--- src/rtl/sub_seq_cla_pkg.sv ---
// rtl/sub_seq_cla_pkg.sv - shared types and constants for the sequential CLA subtractor
//
// Purpose: FSM state encoding, slice width and slice-count helper shared by
//          sub_seq_cla and its testbench.
package sub_seq_cla_pkg;

  localparam int SLICE_W = 4;

  typedef enum logic [1:0] {
    ST_IDLE = 2'd0,
    ST_RUN  = 2'd1,
    ST_DONE = 2'd2
  } state_e;

  // Number of 4-bit slices in an n-bit operand (n is a multiple of 4).
  function automatic int slice_count(input int n);
    return n >> 2;
  endfunction

endpackage

--- src/rtl/cla4_slice.sv ---
// rtl/cla4_slice.sv - 4-bit carry-lookahead adder slice
//
// Purpose: combinational 4-bit add with lookahead carries.
// Ports:
//   a, b  : 4-bit operands
//   cin   : carry in
//   sum   : 4-bit sum
//   cout  : carry out of bit 3
module cla4_slice
  import sub_seq_cla_pkg::*;
(
  input  logic [SLICE_W-1:0] a,
  input  logic [SLICE_W-1:0] b,
  input  logic               cin,
  output logic [SLICE_W-1:0] sum,
  output logic               cout
);

  logic [3:0] g;
  logic [3:0] p;
  logic [4:0] c;

  assign g = a & b;
  assign p = a ^ b;

  // Carries expanded directly from generate/propagate, no ripple chain.
  assign c[0] = cin;
  assign c[1] = g[0] | (p[0] & cin);
  assign c[2] = g[1] | (p[1] & g[0]) | (p[1] & p[0] & cin);
  assign c[3] = g[2] | (p[2] & g[1]) | (p[2] & p[1] & g[0])
              | (p[2] & p[1] & p[0] & cin);
  assign c[4] = g[3] | (p[3] & g[2]) | (p[3] & p[2] & g[1])
              | (p[3] & p[2] & p[1] & g[0]) | (p[3] & p[2] & p[1] & p[0] & cin);

  assign sum  = p ^ c[3:0];
  assign cout = c[4];

endmodule

--- src/rtl/sub_seq_cla.sv ---
// rtl/sub_seq_cla.sv - sequential slice-per-cycle subtractor x - y - bin
//
// Purpose: computes x - y - bin as x + ~y + ~bin, one 4-bit CLA slice per
//          clock, LSB first, with valid/ready handshakes on both sides.
// Ports:
//   clk, rst                 : clock, synchronous active-high reset
//   x, y, bin, in_valid      : operands and their valid
//   in_ready                 : operands accepted when in_valid & in_ready
//   diff, bout, zero, ovf    : result and flags, valid while out_valid
//   out_valid, out_ready     : result handshake
module sub_seq_cla
  import sub_seq_cla_pkg::*;
#(
  parameter int N = 16
) (
  input  logic         clk,
  input  logic         rst,
  input  logic [N-1:0] x,
  input  logic [N-1:0] y,
  input  logic         bin,
  input  logic         in_valid,
  output logic         in_ready,
  output logic [N-1:0] diff,
  output logic         bout,
  output logic         zero,
  output logic         ovf,
  output logic         out_valid,
  input  logic         out_ready
);

  localparam int SLICES = slice_count(N);
  localparam int IDX_W  = (SLICES > 1) ? $clog2(SLICES) : 1;
  localparam logic [IDX_W-1:0] LAST_IDX = IDX_W'(SLICES - 1);

  state_e           state_q;
  logic [N-1:0]     x_q;
  logic [N-1:0]     y_q;
  logic [N-1:0]     diff_q;
  logic             carry_q;
  logic [IDX_W-1:0] idx_q;
  logic             xs_q;
  logic             ys_q;
  logic             in_ready_q;
  logic             out_valid_q;
  logic             bout_q;
  logic             zero_q;
  logic             ovf_q;

  logic [SLICE_W-1:0] slice_sum;
  logic               slice_cout;
  logic [N+SLICE_W-1:0] diff_shift;

  // Operands shift right each RUN cycle, so the live slice is always bits [3:0].
  cla4_slice u_slice (
    .a    (x_q[SLICE_W-1:0]),
    .b    (~y_q[SLICE_W-1:0]),
    .cin  (carry_q),
    .sum  (slice_sum),
    .cout (slice_cout)
  );

  // New slice enters at the top; after SLICES shifts the LSB slice sits at bit 0.
  assign diff_shift = {slice_sum, diff_q};

  always_ff @(posedge clk) begin
    if (rst) begin
      state_q     <= ST_IDLE;
      x_q         <= '0;
      y_q         <= '0;
      diff_q      <= '0;
      carry_q     <= 1'b0;
      idx_q       <= '0;
      xs_q        <= 1'b0;
      ys_q        <= 1'b0;
      in_ready_q  <= 1'b1;
      out_valid_q <= 1'b0;
      bout_q      <= 1'b0;
      zero_q      <= 1'b0;
      ovf_q       <= 1'b0;
    end else begin
      case (state_q)
        ST_IDLE: begin
          if (in_valid) begin
            x_q        <= x;
            y_q        <= y;
            xs_q       <= x[N-1];
            ys_q       <= y[N-1];
            carry_q    <= ~bin;
            idx_q      <= '0;
            in_ready_q <= 1'b0;
            zero_q     <= 1'b0;
            ovf_q      <= 1'b0;
            bout_q     <= 1'b0;
            state_q    <= ST_RUN;
          end
        end
        ST_RUN: begin
          x_q     <= x_q >> SLICE_W;
          y_q     <= y_q >> SLICE_W;
          diff_q  <= diff_shift[N+SLICE_W-1:SLICE_W];
          carry_q <= slice_cout;
          idx_q   <= idx_q + 1'b1;
          if (idx_q == LAST_IDX) begin
            bout_q  <= ~slice_cout;
            state_q <= ST_DONE;
          end
        end
        ST_DONE: begin
          // First DONE cycle registers the flags from the complete diff,
          // then the result is presented until the consumer takes it.
          if (!out_valid_q) begin
            out_valid_q <= 1'b1;
            zero_q      <= (diff_q == '0);
            ovf_q       <= (xs_q != ys_q) && (diff_q[N-1] != xs_q);
          end else if (out_ready) begin
            out_valid_q <= 1'b0;
            in_ready_q  <= 1'b1;
            state_q     <= ST_IDLE;
          end
        end
        default: begin
          state_q     <= ST_IDLE;
          in_ready_q  <= 1'b1;
          out_valid_q <= 1'b0;
        end
      endcase
    end
  end

  assign in_ready  = in_ready_q;
  assign out_valid = out_valid_q;
  assign diff      = diff_q;
  assign bout      = bout_q;
  assign zero      = zero_q;
  assign ovf       = ovf_q;

endmodule

--- config.mk ---
export PLATFORM = sky130hd
export DESIGN_NAME = sub_seq_cla
export DESIGN_NICKNAME = d
export VERILOG_FILES = /design/src/rtl/sub_seq_cla_pkg.sv /design/src/rtl/cla4_slice.sv /design/src/rtl/sub_seq_cla.sv
export SDC_FILE = /design/constraint.sdc
export NUM_CORES = 1
export LEC_CHECK = 0
export ABC_AREA = 1
export CAP_MARGIN = 10
export CORE_ASPECT_RATIO = 0.7
export CORE_MARGIN = 4
export CORE_UTILIZATION = 54
export CTS_CLUSTER_DIAMETER = 120
export DETAILED_ROUTE_END_ITERATION = 10
export PLACE_DENSITY = 0.85
export SLEW_MARGIN = 20
export SYNTH_ARGS = -nofsm -noshare
export SYNTH_HDL_FRONTEND = slang
export SYNTH_SLANG_ARGS = --single-unit
--- constraint.sdc ---
create_clock -name clk -period 3.9 [get_ports clk]
set_input_delay 0.78 -clock clk [delete_from_list [all_inputs] [get_ports clk]]
set_output_delay 0.78 -clock clk [all_outputs]
set_load 0.01 [all_outputs]
==> results.txt, run 1 <==
Die W - 91.6 um
GPL Wtd Cong - 0.776
Yosys top cell area share - 45.4%
Hold Path Class - flop to flop
Top cells by area, synth - dfxtp_1, nand2_1, o21ai_0, a21oi_1, a31oi_1
Core area - 4530 sq um
Post-synthesis simple-gate area fraction - 19.0%
RSZ-0062 raised after global routing - no
Share of cells above drive strength 1 - 9.20%
F_max - 479 MHz
Slew Viols, Final - 0
Most common cell in the netlist - nand2_1
Area leader, netlist - dfxtp_1
CP Capture Type - output pin
Top cells by count, synth - nand2_1, dfxtp_1, o21ai_0
Crit-path slowest cell - clkdlybuf4s50_1
WL per Instance - 12.6 um
# diodes - 0
Cell Area, Synth - 2640 sq um
WP data arrival - 1.31 ns
Syn Nets - 388
Clock Latency Late Sink - 0.34 ns
Setup Crit Path Kind - flop to output pin
1st-pass router iterations - 5
Detail Route Antenna Nets - 0
Sink Count - 60
Initial Utilization - 58.4%
Setup Fix Bufs, Post-CTS - 0
Final hold vios - 0
Port buffer count - 57
Worst path max stage delay - 0.56 ns
Initial antenna violation count - 0
Maximum VDD drop - 0.276 mV
DR vias/cell - 5.04
Avg Inst Size Synth - 7.66 sq um
Setup crit start kind - flop
Worst setup margin - 1.81 ns
Leak - 1.35 nW
CTS Buffer Depth - 2
Slew margin rel. - 62.9%
Final Util - 75.3%
DRC Markers - 0
Post-synth EDFFs - 0
Cell row count - 20
Clock period minus worst slack - 2.09 ns
Post-synth ARST share - 0%
Compound-Gate Fraction of Synth Area - 22.8%
All-Layer GR Usage - 21.0%
I/O pin count - 58
Number of vias in the routed layout - 2,361
Die ar. - 6100 sq um
Largest family of logic cells by synthesized area - compound AO/OA/AOI/OAI gates
Register area share after synthesis - 45.4%
Post-synthesis xor/xnor area fraction - 0.331%
CTS H-tree depth - 3
Synth Instances - 345
CP bufs+invs - 1
CP required - 3.12 ns
Post-CTS resize count - 0
P&R area growth vs syn - 29.0%
GRT overflow - 0
Clock Skews - 0.00532 ns
Die H - 66.5 um
Final instance area - 3410 sq um
Adder-cell area share of the yosys netlist - 3.12%
Multiplexer share of the synthesized area - 0%
Initial DRC count - 184
Max cap viols - 0
CTS buffer count - 9
CTS tree - yes
Worst Path Max Fanout - 5
Final setup vio count - 0
# hold bufs at CTS - 0
Top Family by Delay on Critical Path - buffers and inverters
Placed Area - 3200 sq um
DP Cell Count - 452
Clk Tree Root Cell - clkbuf_8
Post-synth top flop - dfxtp_1
Worst slew pin tran - 0.555 ns
Maximum number of pins on one net before global-route repair - 56
Fill count - 353
Final wirelength - 5910 um
Reg clk slew, reported paths - 0.07 ns
First-pass GRT wire length - 9940 um
Final Non-Filler Cells - 468
Ys Warns - 0
Status - completed
Final Power - 1.62 mW
Layout net count - 440
Power per Cell Area - 475 nW/um^2
Vias in the first global route - 2,193
Critical path cell sequence - clkdlybuf4s50_1
Final hold slack - 0.463 ns
Sum Neg Setup Slack - 0 ns
#FFs+latches synth - 60
Dpl hpwl - 4010 um
Post-synthesis cell type count - 30
Final Cycle Share - 53.6%
Pre-CTS setup slack - 1.47 ns
## area by class of cell
type / count / area [sq um] / area share (%)
Clock buffer: 9 / 124 / 3.63
Clock inverter: 7 / 91.3 / 2.68
Inverter: 34 / 130 / 3.82
Multi-Input combinational cell: 233 / 1200 / 35.1
Sequential cell: 60 / 1200 / 35.2
Tap cell: 66 / 82.6 / 2.42
Timing Repair Buffer: 59 / 586 / 17.2
## report_power, final
| group | internal (mW) | switching [mW] |
|---|---|---|
| Combinational | 0.140 | 0.166 |
| Sequential | 0.672 | 0.0380 |
| Clock | 0.357 | 0.248 |
## path summary, 6_finish.rpt
| kind | from | endpoint | slack [ns] | depth (start not counted) |
|---|---|---|---|---|
| worst min-delay path | idx_q[0] | idx_q[0] | 0.46 | 1 |
| worst max-delay path | diff[15] | diff[15] | 1.81 | 1 |
| worst max register to register | state_q[1] | y_q[2] | 2.00 | 6 |
| worst min register to register | idx_q[0] | idx_q[0] | 0.46 | 1 |
## layer usage
metal | up-vias | GRT usage (%) | part of all wire (%)
li1 | 1250 | - | -
met1 | 1031 | 27.5 | 49
met2 | 73 | 31.8 | 43
met3 | 7 | 9.26 | 7.1
met4 | 0 | 5.26 | 1.0
met5 | - | 0 | 0
## flip-flops by register name, indices dropped and copies added (netlist names)
register and cells:
state_q 2, idx_q 2, xs_q 1, diff 16, carry_q 1, zero 1, ovf 1, ys_q 1
x_q 16, in_ready 1, bout 1, y_q 16, out_valid 1
## cell usage in the layout, fill, tap and decap left out, types with 4 or more instances in the layout
cell and instances:
inv_1 31, clkdlybuf4s50_1 57, o21ai_0 33, o21ai_1 18
nand2_1 82, nand3_1 5, nor2_1 12, ha_1 5
nand4_1 4, nand2_2 6, a21oi_1 31, a31oi_1 20
clkbuf_8 9, a21oi_2 6, dfxtp_1 60
## cell families after synthesis
kind of cell    count (synthesis)
fa+ha+maj                       6
buf+inv                        52
compound gates                110
xor+xnor                        1
simple gates                  116
flops                          60
(Power assumes the default switching activity.)
==> run 2: changes to the inputs <==
Settings changed: CORE_UTILIZATION 54 to 45, PLACE_DENSITY 0.85 to 0.76.
Clock period 3.9 ns to 1.7 ns, I/O delays scaled along.
==> results.txt, run 2 (synthesized netlist as in run 1, its figures left out) <==
Die W - 99.6 um
Setup Fix Bufs, Post-CTS - 0
Crit-path slowest cell - clkdlybuf4s50_1
Hold path depth - 2
GRT overflow - 0
Setup crit start kind - flop
DR vias/cell - 5.02
Sink Count - 60
Sum Neg Setup Slack - 0 ns
Clk Tree Root Cell - clkbuf_8
CP Capture Type - output pin
Setup Crit Path Kind - flop to output pin
Clock Latency Late Sink - 0.33 ns
Vias in the first global route - 2,296
CTS H-tree depth - 3
CTS tree - yes
DRC Markers - 0
P&R area growth vs syn - 32.6%
CP required - 1.36 ns
Leak - 1.40 nW
Port buffer count - 57
Hold Path Origin - y_q[3]
Critical path cell sequence - clkdlybuf4s50_1
First-pass GRT wire length - 10,300 um
Worst slew pin tran - 0.410 ns
Top Family by Delay on Critical Path - buffers and inverters
# diodes - 0
Initial DRC count - 124
Worst Path Max Fanout - 5
CP bufs+invs - 1
WP data arrival - 1.30 ns
CTS Buffer Depth - 2
Final setup vio count - 0
GPL Wtd Cong - 0.791
Die H - 72.1 um
R2r endpoint - x_q[8]
Most frequent cells in the layout - nand2_1, dfxtp_1, clkdlybuf4s50_1
Number of vias in the routed layout - 2,420
Final Util - 61.5%
Register-to-Register Path Depth - 6
FF-to-FF Start - state_q[1]
Slew Viols, Final - 0
# hold bufs at CTS - 0
Layout net count - 445
Final hold vios - 0
WHS Endpoint - y_q[3]
Share of cells above drive strength 1 - 10.3%
Core area - 5700 sq um
Detail Route Antenna Nets - 0
Power per Cell Area - 1090 nW/um^2
Max cap viols - 0
Clock period minus worst slack - 1.64 ns
RSZ-0062 raised after global routing - no
Cell row count - 23
Initial antenna violation count - 0
Worst path max stage delay - 0.57 ns
Commonest non-fill, non-tap cell in the layout - nand2_1
Reg clk slew, reported paths - 0.06 ns
Clock Skews - 0.00933 ns
Hold Path Class - flop to flop
Worst R2R Setup Slack - 0.21 ns
CTS buffer count - 9
Maximum number of pins on one net before global-route repair - 47
Status - completed
Post-CTS resize count - 0
Slew margin rel. - 72.4%
Initial Utilization - 46.4%
I/O pin count - 58
Dpl hpwl - 4280 um
Final Cycle Share - 96.7%
Maximum VDD drop - 0.594 mV
All-Layer GR Usage - 17.8%
1st-pass router iterations - 4
Final wirelength - 5940 um
WL per Instance - 12.3 um
F_max - 609 MHz
Die ar. - 7190 sq um
==> run 2: changes by cell type in the layout (fill, tap and decap cells not counted) <==
cell / previous run / this run
clkinv_4: 1 / 0
buf_12: 0 / 2
clkinvlp_4: 1 / 0
clkinv_2: 3 / 2
buf_4: 2 / 5
clkbuf_8: 9 / 12
==> run 2: stage by stage <==
stage	worst slack [ns]	cells	power (mW)	hold slack, ns	area (sq um)
3_5_place_dp	0.0177	466	2.39	0.449	3270
2_1_floorplan	0.433	345	2.11	0.409	2640
5_1_grt	0.00279	482	4.04	0.476	3500
3_3_place_gp	0.0425	466	2.37	0.447	3270
6_report	0.0569	482	3.82	0.464	3500
4_1_cts	0.0438	482	3.86	0.465	3500
==> run 2: tightest hold or removal path, cell delays in order, from the launching register on <==
cell,delay (ns)
dfxtp_1,0.30
inv_1,0.06
a21oi_1,0.06
==> run 2: layout make-up <==
class | instances | area [sq um]
Timing Repair Buffer | 64 | 648
Sequential cell | 60 | 1200
Tap cell | 75 | 93.8
Multi-Input combinational cell | 233 | 1200
Clock inverter | 4 | 70.1
Clock buffer | 12 | 165
Fill cell | 523 | 2190
Inverter | 34 | 130
==> run 2: worst max path at each step <==
stage / depth (start not counted) / startpoint / to / slack, ns
2_1_floorplan: 9 / y_q[1] / diff[14] / 0.43
3_3_place_gp: 5 / in_valid / xs_q / 0.04
3_5_place_dp: 5 / in_valid / xs_q / 0.02
4_1_cts: 1 / diff[15] / diff[15] / 0.04
5_1_grt: 1 / diff[15] / diff[15] / 0.003
6_report: 1 / diff[15] / diff[15] / 0.06
==> run 2: where the power goes <==
part           switching, mW  total, mW  internal, mW
logic                  0.386      0.733         0.347
registers             0.0824       1.62          1.54
clock network          0.523       1.46         0.940
==> run 2: routing by layer <==
metal,GRT usage [%],part of all wire (%),vias to the layer above
li1,-,-,1266
met1,23.1,48,1092
met2,28.6,45,55
met3,5.86,6.1,7
met4,5.15,0.86,0
met5,0,0,-
